<file path="src/rtl/add_word_sequencer.sv">
// Multi-word add/subtract sequencer driving an external WIDTH-bit ripple carry adder.
// Optional whole-result zero flag is built when ADD_SEQ_ZERO_FLAG_EN is defined.
module add_word_sequencer #(
    parameter int WIDTH     = 32,
    parameter int MAX_WORDS = 8,
    parameter int IDX_W     = 3
) (
    input  logic             clk,
    input  logic             rst_n,
    input  logic             in_valid,
    output logic             in_ready,
    input  logic [WIDTH-1:0] in_a,
    input  logic [WIDTH-1:0] in_b,
    input  logic             in_first,
    input  logic             in_last,
    input  logic             in_sub,
    output logic [WIDTH-1:0] add_a,
    output logic [WIDTH-1:0] add_b,
    output logic             add_cin,
    input  logic [WIDTH-1:0] add_sum,
    input  logic             add_cout,
    output logic             out_valid,
    input  logic             out_ready,
    output logic [WIDTH-1:0] out_sum,
    output logic [IDX_W-1:0] out_idx,
    output logic             out_last,
    output logic             out_cout,
    output logic             out_ovf,
    output logic             out_zero,
    output logic             err
);

    typedef enum logic {IDLE, ACTIVE} state_t;

    state_t           state_q;
    logic             carry_q;
    logic             sub_q;
    logic [IDX_W-1:0] idx_q;
    logic             out_valid_q;
    logic [WIDTH-1:0] out_sum_q;
    logic [IDX_W-1:0] out_idx_q;
    logic             out_last_q;
    logic             out_cout_q;
    logic             out_ovf_q;
    logic             err_q;

    logic             start;
    logic             sub_d;
    logic [IDX_W-1:0] idx_d;
    logic             accept;
    logic             overrun;
    logic             sum_is_zero;

    // A word arriving in IDLE always begins a new operation, even without in_first.
    assign start       = (state_q == IDLE) || in_first;
    assign sub_d       = start ? in_sub : sub_q;
    assign idx_d       = start ? '0 : idx_q;
    assign in_ready    = !out_valid_q || out_ready;
    assign accept      = in_valid && in_ready;
    assign overrun     = (idx_d == IDX_W'(MAX_WORDS - 1)) && !in_last;
    assign sum_is_zero = (add_sum == '0);

    assign add_a   = in_a;
    assign add_b   = sub_d ? ~in_b : in_b;
    assign add_cin = start ? in_sub : carry_q;

    always_ff @(posedge clk or negedge rst_n) begin
        if (!rst_n) begin
            state_q     <= IDLE;
            carry_q     <= 1'b0;
            sub_q       <= 1'b0;
            idx_q       <= '0;
            out_valid_q <= 1'b0;
            out_sum_q   <= '0;
            out_idx_q   <= '0;
            out_last_q  <= 1'b0;
            out_cout_q  <= 1'b0;
            out_ovf_q   <= 1'b0;
            err_q       <= 1'b0;
        end else if (accept) begin
            carry_q     <= add_cout;
            sub_q       <= sub_d;
            out_valid_q <= 1'b1;
            out_sum_q   <= add_sum;
            out_idx_q   <= idx_d;
            out_last_q  <= in_last;
            out_cout_q  <= in_last && add_cout;
            // Carry into the MSB is recovered from the sum bit; xor with carry-out gives overflow.
            out_ovf_q   <= in_last &&
                           (add_cout ^ (add_sum[WIDTH-1] ^ add_a[WIDTH-1] ^ add_b[WIDTH-1]));
            if (overrun) begin
                err_q   <= 1'b1;
                state_q <= IDLE;
                idx_q   <= '0;
            end else if (in_last) begin
                state_q <= IDLE;
                idx_q   <= '0;
            end else begin
                state_q <= ACTIVE;
                idx_q   <= idx_d + 1'b1;
            end
        end else if (out_ready) begin
            out_valid_q <= 1'b0;
        end
    end

`ifdef ADD_SEQ_ZERO_FLAG_EN
    logic zero_q;
    logic zero_prev;
    logic out_zero_q;

    assign zero_prev = start ? 1'b1 : zero_q;

    always_ff @(posedge clk or negedge rst_n) begin
        if (!rst_n) begin
            zero_q     <= 1'b0;
            out_zero_q <= 1'b0;
        end else if (accept) begin
            zero_q     <= zero_prev && sum_is_zero;
            out_zero_q <= in_last && zero_prev && sum_is_zero;
        end
    end

    assign out_zero = out_zero_q;
`else
    assign out_zero = 1'b0;
`endif

    assign out_valid = out_valid_q;
    assign out_sum   = out_sum_q;
    assign out_idx   = out_idx_q;
    assign out_last  = out_last_q;
    assign out_cout  = out_cout_q;
    assign out_ovf   = out_ovf_q;
    assign err       = err_q;

endmodule

</file>
<file path="config.mk">
export PLATFORM = sky130hd
export DESIGN_NAME = add_word_sequencer
export DESIGN_NICKNAME = d
export VERILOG_FILES = /design/src/rtl/add_word_sequencer.sv
export SDC_FILE = /design/constraint.sdc
export NUM_CORES = 1
export LEC_CHECK = 0
export ABC_AREA = 1
export CORE_AREA = 5 5 78 80
export CTS_CLUSTER_SIZE = 12
export DETAILED_ROUTE_END_ITERATION = 12
export DIE_AREA = 0 0 83 85
export DONT_BUFFER_PORTS = 1
export PLACE_DENSITY = 0.67
export SYNTH_ARGS = -nofsm -noshare
export SYNTH_HDL_FRONTEND = slang
export SYNTH_SLANG_ARGS = --single-unit
export TNS_END_PERCENT = 100
</file>
<file path="constraint.sdc">
create_clock -name clk -period 1.3 [get_ports clk]
set_input_delay 0 -clock clk [delete_from_list [all_inputs] [get_ports clk]]
set_output_delay 0 -clock clk [all_outputs]
set_load 0.05 [all_outputs]
</file>
==> results.toml, run 1 <==
[timing]
final_hold_viol_count = 0
fmax_ghz = 0.610
slew_viol_final = 0
rsz0062_at_grt = "yes"
fin_worst_skew_ns = 0.0103
setup_slack_ns = -0.339
finalSetupViolCount = 40
fin_crit_sh_pct = 126
finalCriticalPeriod_ns = 1.64

[cells_and_area]
area_growth_pct = 76.9
final_core_util_pct = 81.5
antenna_cells = 0
nets = 485
fillers = 275
drive_gt1_share_pct = 40.5
mostFrequentLayoutCells = "121 x nand2_1, 49 x buf_4, 45 x dfrtp_1, 37 x dlygate4sd3_1, 35 x buf_12"
final_common_cell = "nand2_1"

[global_route]
track_usage_pct = 23.6
grt_overflow = 0
grt_pass1_wl_um = 13200
first_global_vias = 2412
antenna_found_initial = 0
grt_max_degree = 47

[synth]
ys_types = 20
synth_top_area_share_pct = 46.8
syn_avg_cell_area_um2 = 8.53
synthMuxAreaShare_pct = 0
synthAdderAreaFrac_pct = 1.02
synth.net_count = 394
synthSimpleGateAreaFrac_pct = 22.7
synthTopCellsByArea = "dfrtp_1 47%, nand2_1 19%, xor2_1 11%"
yosys_warnings = 0
synthCells = 288
synth_compound_area_share_pct = 2.55
yosys.area.top_type = "dfrtp_1"
seq_area_frac_synth_pct = 46.8
synth_seq_cells = 46
syn_area_um2 = 2460
synth_xor_area_share_pct = 11.0
synth_top_family_by_area = "simple AND/OR/NAND/NOR gates"

[floorplanning]
dieArea_um2 = 7060
start_util_pct = 46.0
ios = 211
coreArea_um2 = 5340
core.rowCount = 27
die_h_um = 85
die_w_um = 83

[critical_path]
cp_num_buf_inv = 2
crit_top_cell = "buf_12"
crit_chain = "nand3_2, nand2_8, buf_12, xor2_2, buf_12"
required_ns = 1.30
arrival_ns = 1.64
rr_startpoint = "state_q"
cp-start-kind = "register"
max_stage_delay_ns = 0.43
crit_start = "state_q"
cp_slowest_cell = "dfrtp_1"
crit_fanout = 8
path_delay_family = "flip-flops"
path_class = "register to output port"
crit_path_end_kind = "output port"
r2r_setup_slack_ns = -0.27

[detailed_routing]
wl_per_cell_um = 20.7
post-route-drc-count = 0
drtAntennaViolNets = 0
drt_iter0_drc = 184
viasPerCell = 4.96
firstDrtPassIters = 4
finalWirelength_um = 9360
num_vias = 2244

[clock_tree]
htree_levels = 2
clockBufferDepth = 2
clockRootBuffer = "clkbuf_8"
clkTransAtPathRegs_ns = 0.09
clock_latency_ns = 0.29
numCtsBuffers = 5
clock_sinks = 46
tritoncts = "built"

[pwr]
peakVddDrop_v = 0.00129
leakagePower_nw = 2.12
p_total_mw = 6.00
power_density_nw_per_um2 = 1380

[run_status]
violations = "negative setup slack"
status = "finished, violations left"

[placed_design]
io_buffers = 0
post-dp-hpwl_um = 5360
routabilityCongestion = 0.773

[worst_hold_path]
min_from = "in_a[10]"
hold_path_class = "primary input to output port"

[run]
maxCapViolations = 0
-- final cells by class --
type | instances | area (µm²) | share of cell area, %
Timing Repair Buffer | 128 | 1560 | 36.0
Sequential cell | 46 | 1150 | 26.5
Inverter | 14 | 55.1 | 1.27
Clock inverter | 3 | 43.8 | 1.01
Multi-Input combinational cell | 184 | 1370 | 31.6
Tap cell | 72 | 90.1 | 2.07
Clock buffer | 5 | 68.8 | 1.58
-- metal layers --
layer  global-route usage (%)  up-vias  share of wire (%)
li1                         -      988                  -
met1                     25.8     1089                 35
met2                     42.9      143                 54
met3                     7.77       24                8.1
met4                     8.17        0                2.7
met5                        0        -                  0
-- what timing repair did --
action	4_1_cts	5_1_grt
gates cloned	1	1
gates resized for setup	14	27
endpoints found under the hold margin	88	0
setup endpoints to repair	42	50
pin swaps	2	9
hold buffers	38	0
setup buffers	2	3
-- registers in the layout (all words and copies together), names as in the netlist --
| name | count |
|---|---|
| sub_q | 1 |
| state_q | 1 |
| out_idx | 3 |
| carry_q | 1 |
| out_sum | 32 |
| idx_q | 3 |
| out_ovf | 1 |
| out_last | 1 |
| out_valid | 1 |
| out_cout | 1 |
| err | 1 |
-- through the flow --
stage | instances | area, µm² | TNS (ns) | worst slack [ns] | hold slack, ns
after global routing | 452 | 4350 | -14.06 | -0.409 | 0.0000718
after CTS | 448 | 4130 | -9.35 | -0.310 | 0.000341
after floorplan | 288 | 2700 | -3.20 | -0.107 | -0.296
after detailed placement | 399 | 3510 | -0.418 | -0.0982 | -0.295
after global placement | 399 | 3510 | -0.0445 | -0.0339 | -0.295
final | 452 | 4350 | -11.24 | -0.339 | 0.0000220
-- Yosys cell counts (all sizes together) --
cell / n
nand2: 129
dfrtp: 46
buf: 44
xor2: 31
inv: 14
nand3: 7
nor2: 5
o21ai: 5
ha: 2
a21oi: 1
a31o: 1
a31oi: 1
conb: 1
o22ai: 1
-- worst reg2reg max path, stage by stage (launching register included) --
cell and delay (ns):
dfrtp_1 0.44, nand2_2 0.12, buf_4 0.13, buf_6 0.12
nor2_4 0.05, ha_4 0.17, ha_4 0.16, nor2_4 0.13
nand2_2 0.08, o22ai_2 0.10
-- power breakdown --
part	internal (mW)	switching (mW)	leakage (nW)
Combinational	1.28	1.94	1.49
Sequential	1.60	0.112	0.572
Clock	0.577	0.496	0.0585
-- path summary, 6_finish.rpt --
path / endpoint / cells after the start
max: add_b[7] / 5
min in group asynchronous: out_sum[11] / 2
max reg2reg: idx_q[0] / 9
max in group asynchronous: out_idx[1] / 2
min: add_a[10] / 0
min reg2reg: out_sum[16] / 2
-- kinds of logic (layout without fill, tap and decap cells) --
kind of cell | count (synthesis) | count (layout)
simple gates | 141 | 141
buf+inv | 58 | 150
flops | 46 | 46
xor+xnor | 31 | 31
compound gates | 9 | 9
fa+ha+maj | 2 | 2
other cells | 1 | 1
(Power assumes the default switching activity.)
==> inputs of run 2 (changes only) <==
--- a/config.mk
+++ b/config.mk
@@ -6,12 +6,13 @@
 export NUM_CORES = 1
 export LEC_CHECK = 0
 export ABC_AREA = 1
-export CORE_AREA = 5 5 78 80
+export CORE_AREA = 5 5 79 81
 export CTS_CLUSTER_SIZE = 12
 export DETAILED_ROUTE_END_ITERATION = 12
-export DIE_AREA = 0 0 83 85
+export DIE_AREA = 0 0 84 86
 export DONT_BUFFER_PORTS = 1
-export PLACE_DENSITY = 0.67
+export PLACE_DENSITY = 0.65
+export SKIP_CTS_REPAIR_TIMING = 1
 export SYNTH_ARGS = -nofsm -noshare
 export SYNTH_HDL_FRONTEND = slang
 export SYNTH_SLANG_ARGS = --single-unit
==> run 2 against run 1 <==
The flow still finishes with violations (negative setup slack). First-iteration DRC count down 34%. Worst hold slack about the same. Register-to-register slack better by 0.14 ns. Highest routed layer unchanged. Non-clock buffer count down 1.
==> results.toml, run 2 (synthesized netlist as in run 1, its figures left out) <==
[run_status]
status = "finished, violations left"
violations = "negative setup slack"

[detailed_routing]
post-route-drc-count = 0
num_vias = 2171
viasPerCell = 4.82
drt_iter0_drc = 122
drtAntennaViolNets = 0
finalWirelength_um = 8260
firstDrtPassIters = 4
wl_per_cell_um = 18.4

[floorplanning]
start_util_pct = 45.5
die_h_um = 86
die_w_um = 84
ios = 211
coreArea_um2 = 5410
dieArea_um2 = 7220
core.rowCount = 27

[critical_path]
r2r-end = "idx_q[1]"
path_delay_family = "flip-flops"
crit_top_cell = "nand2_2"
reg2reg_depth = 8
cp_slowest_cell = "dfrtp_1"
crit_chain = "nand2_2, nand2_2, nand2_4, clkbuf_16, xor2_2, buf_12"
cp-start-kind = "register"
path_class = "register to output port"
required_ns = 1.30
arrival_ns = 1.64
crit_path_end_kind = "output port"
crit_fanout = 6
r2r_setup_slack_ns = -0.13
rr_startpoint = "state_q"
max_stage_delay_ns = 0.42
cp_num_buf_inv = 2
crit_start = "state_q"

[cells_and_area]
largest_reg_flops = 32
area_growth_pct = 75.7
nets = 484
final_common_cell = "nand2_1"
fillers = 300
stdcell_count = 450
final_core_util_pct = 79.9
drive_gt1_share_pct = 38.1
mostFrequentLayoutCells = "122 x nand2_1, 49 x buf_4, 45 x dfrtp_1, 37 x dlygate4sd3_1, 33 x buf_12"
antenna_cells = 0

[clock_tree]
tritoncts = "built"
clockBufferDepth = 2
clock_sinks = 46
clockRootBuffer = "clkbuf_8"
clkTransAtPathRegs_ns = 0.07
htree_levels = 2
clock_latency_ns = 0.29
numCtsBuffers = 5

[timing]
fin_worst_skew_ns = 0.00451
fmax_ghz = 0.611
finalSetupViolCount = 38
slew_viol_final = 0
setup_tns_ns = -8.98
fin_crit_sh_pct = 126
setup_slack_ns = -0.336
finalCriticalPeriod_ns = 1.64
final_hold_viol_count = 0
rsz0062_at_grt = "yes"

[placed_design]
place_ws_ns = -0.173
post-dp-hpwl_um = 5390
dp.cells = 400
io_buffers = 0
routabilityCongestion = 0.853

[pwr]
leakagePower_nw = 2.11
p_total_mw = 5.76
power_density_nw_per_um2 = 1330
peakVddDrop_v = 0.000831

[global_route]
track_usage_pct = 18.3
grt_overflow = 0
grt_max_degree = 47
first_global_vias = 2042
antenna_found_initial = 0
grt_pass1_wl_um = 10400

[run]
maxCapViolations = 0

[worst_hold_path]
hold_path_class = "primary input to output port"
min_from = "in_a[15]"
min_delay_path_depth = 0
worst_hold_path.endpoint = "add_a[15]"
[run 2: changes by cell type in the layout (fill, tap and decap cells not counted), moves of 2 or more]
cell / delta
xor2_2: -9
nor2_4: -2
nand3_1: +2
ha_4: -2
o21ai_2: -2
xor2_4: +9
buf_12: -2
nand3_2: -2
o21ai_0: +2
[run 2: routing by layer]
layer  share of wire [%]  wire length (µm)  global-route usage, %
met1                  34              2830                   20.4
met2                  55              4510                   34.3
met3                 8.6               710                   5.76
met4                 2.4               202                   4.09
met5                   0                 0                      0
[run 2: worst max path at each step]
stage	endpoint	depth (start not counted)
after detailed placement	idx_q[0]	7
after global placement	idx_q[0]	7
after global routing	add_b[5]	6
final	add_b[5]	6
after CTS	add_b[14]	5
after floorplan	add_b[0]	5
[run 2: area by class of cell]
type / count / area, µm² / share of cell area, %
inverters: 14 / 55.1 / 1.27
well taps: 72 / 90.1 / 2.09
multi-input cells: 184 / 1400 / 32.5
clock buffers: 7 / 86.3 / 2.00
flip-flops and latches: 46 / 1150 / 26.7
repair buffers: 127 / 1530 / 35.5
[run 2: metrics by stage]
stage               hold slack, ns  area [µm²]
floorplan                   -0.296        2700
global placement            -0.294        3500
detailed placement          -0.294        3500
CTS                         -0.615        3580
global route             0.0000763        4320
finish                   0.0000220        4320
[run 2: report_power, final]
part           total, mW  switching (mW)  internal [mW]
logic               3.21            1.91           1.29
registers           1.70           0.103           1.60
clock network      0.852           0.430          0.422
total               5.76            2.44           3.31
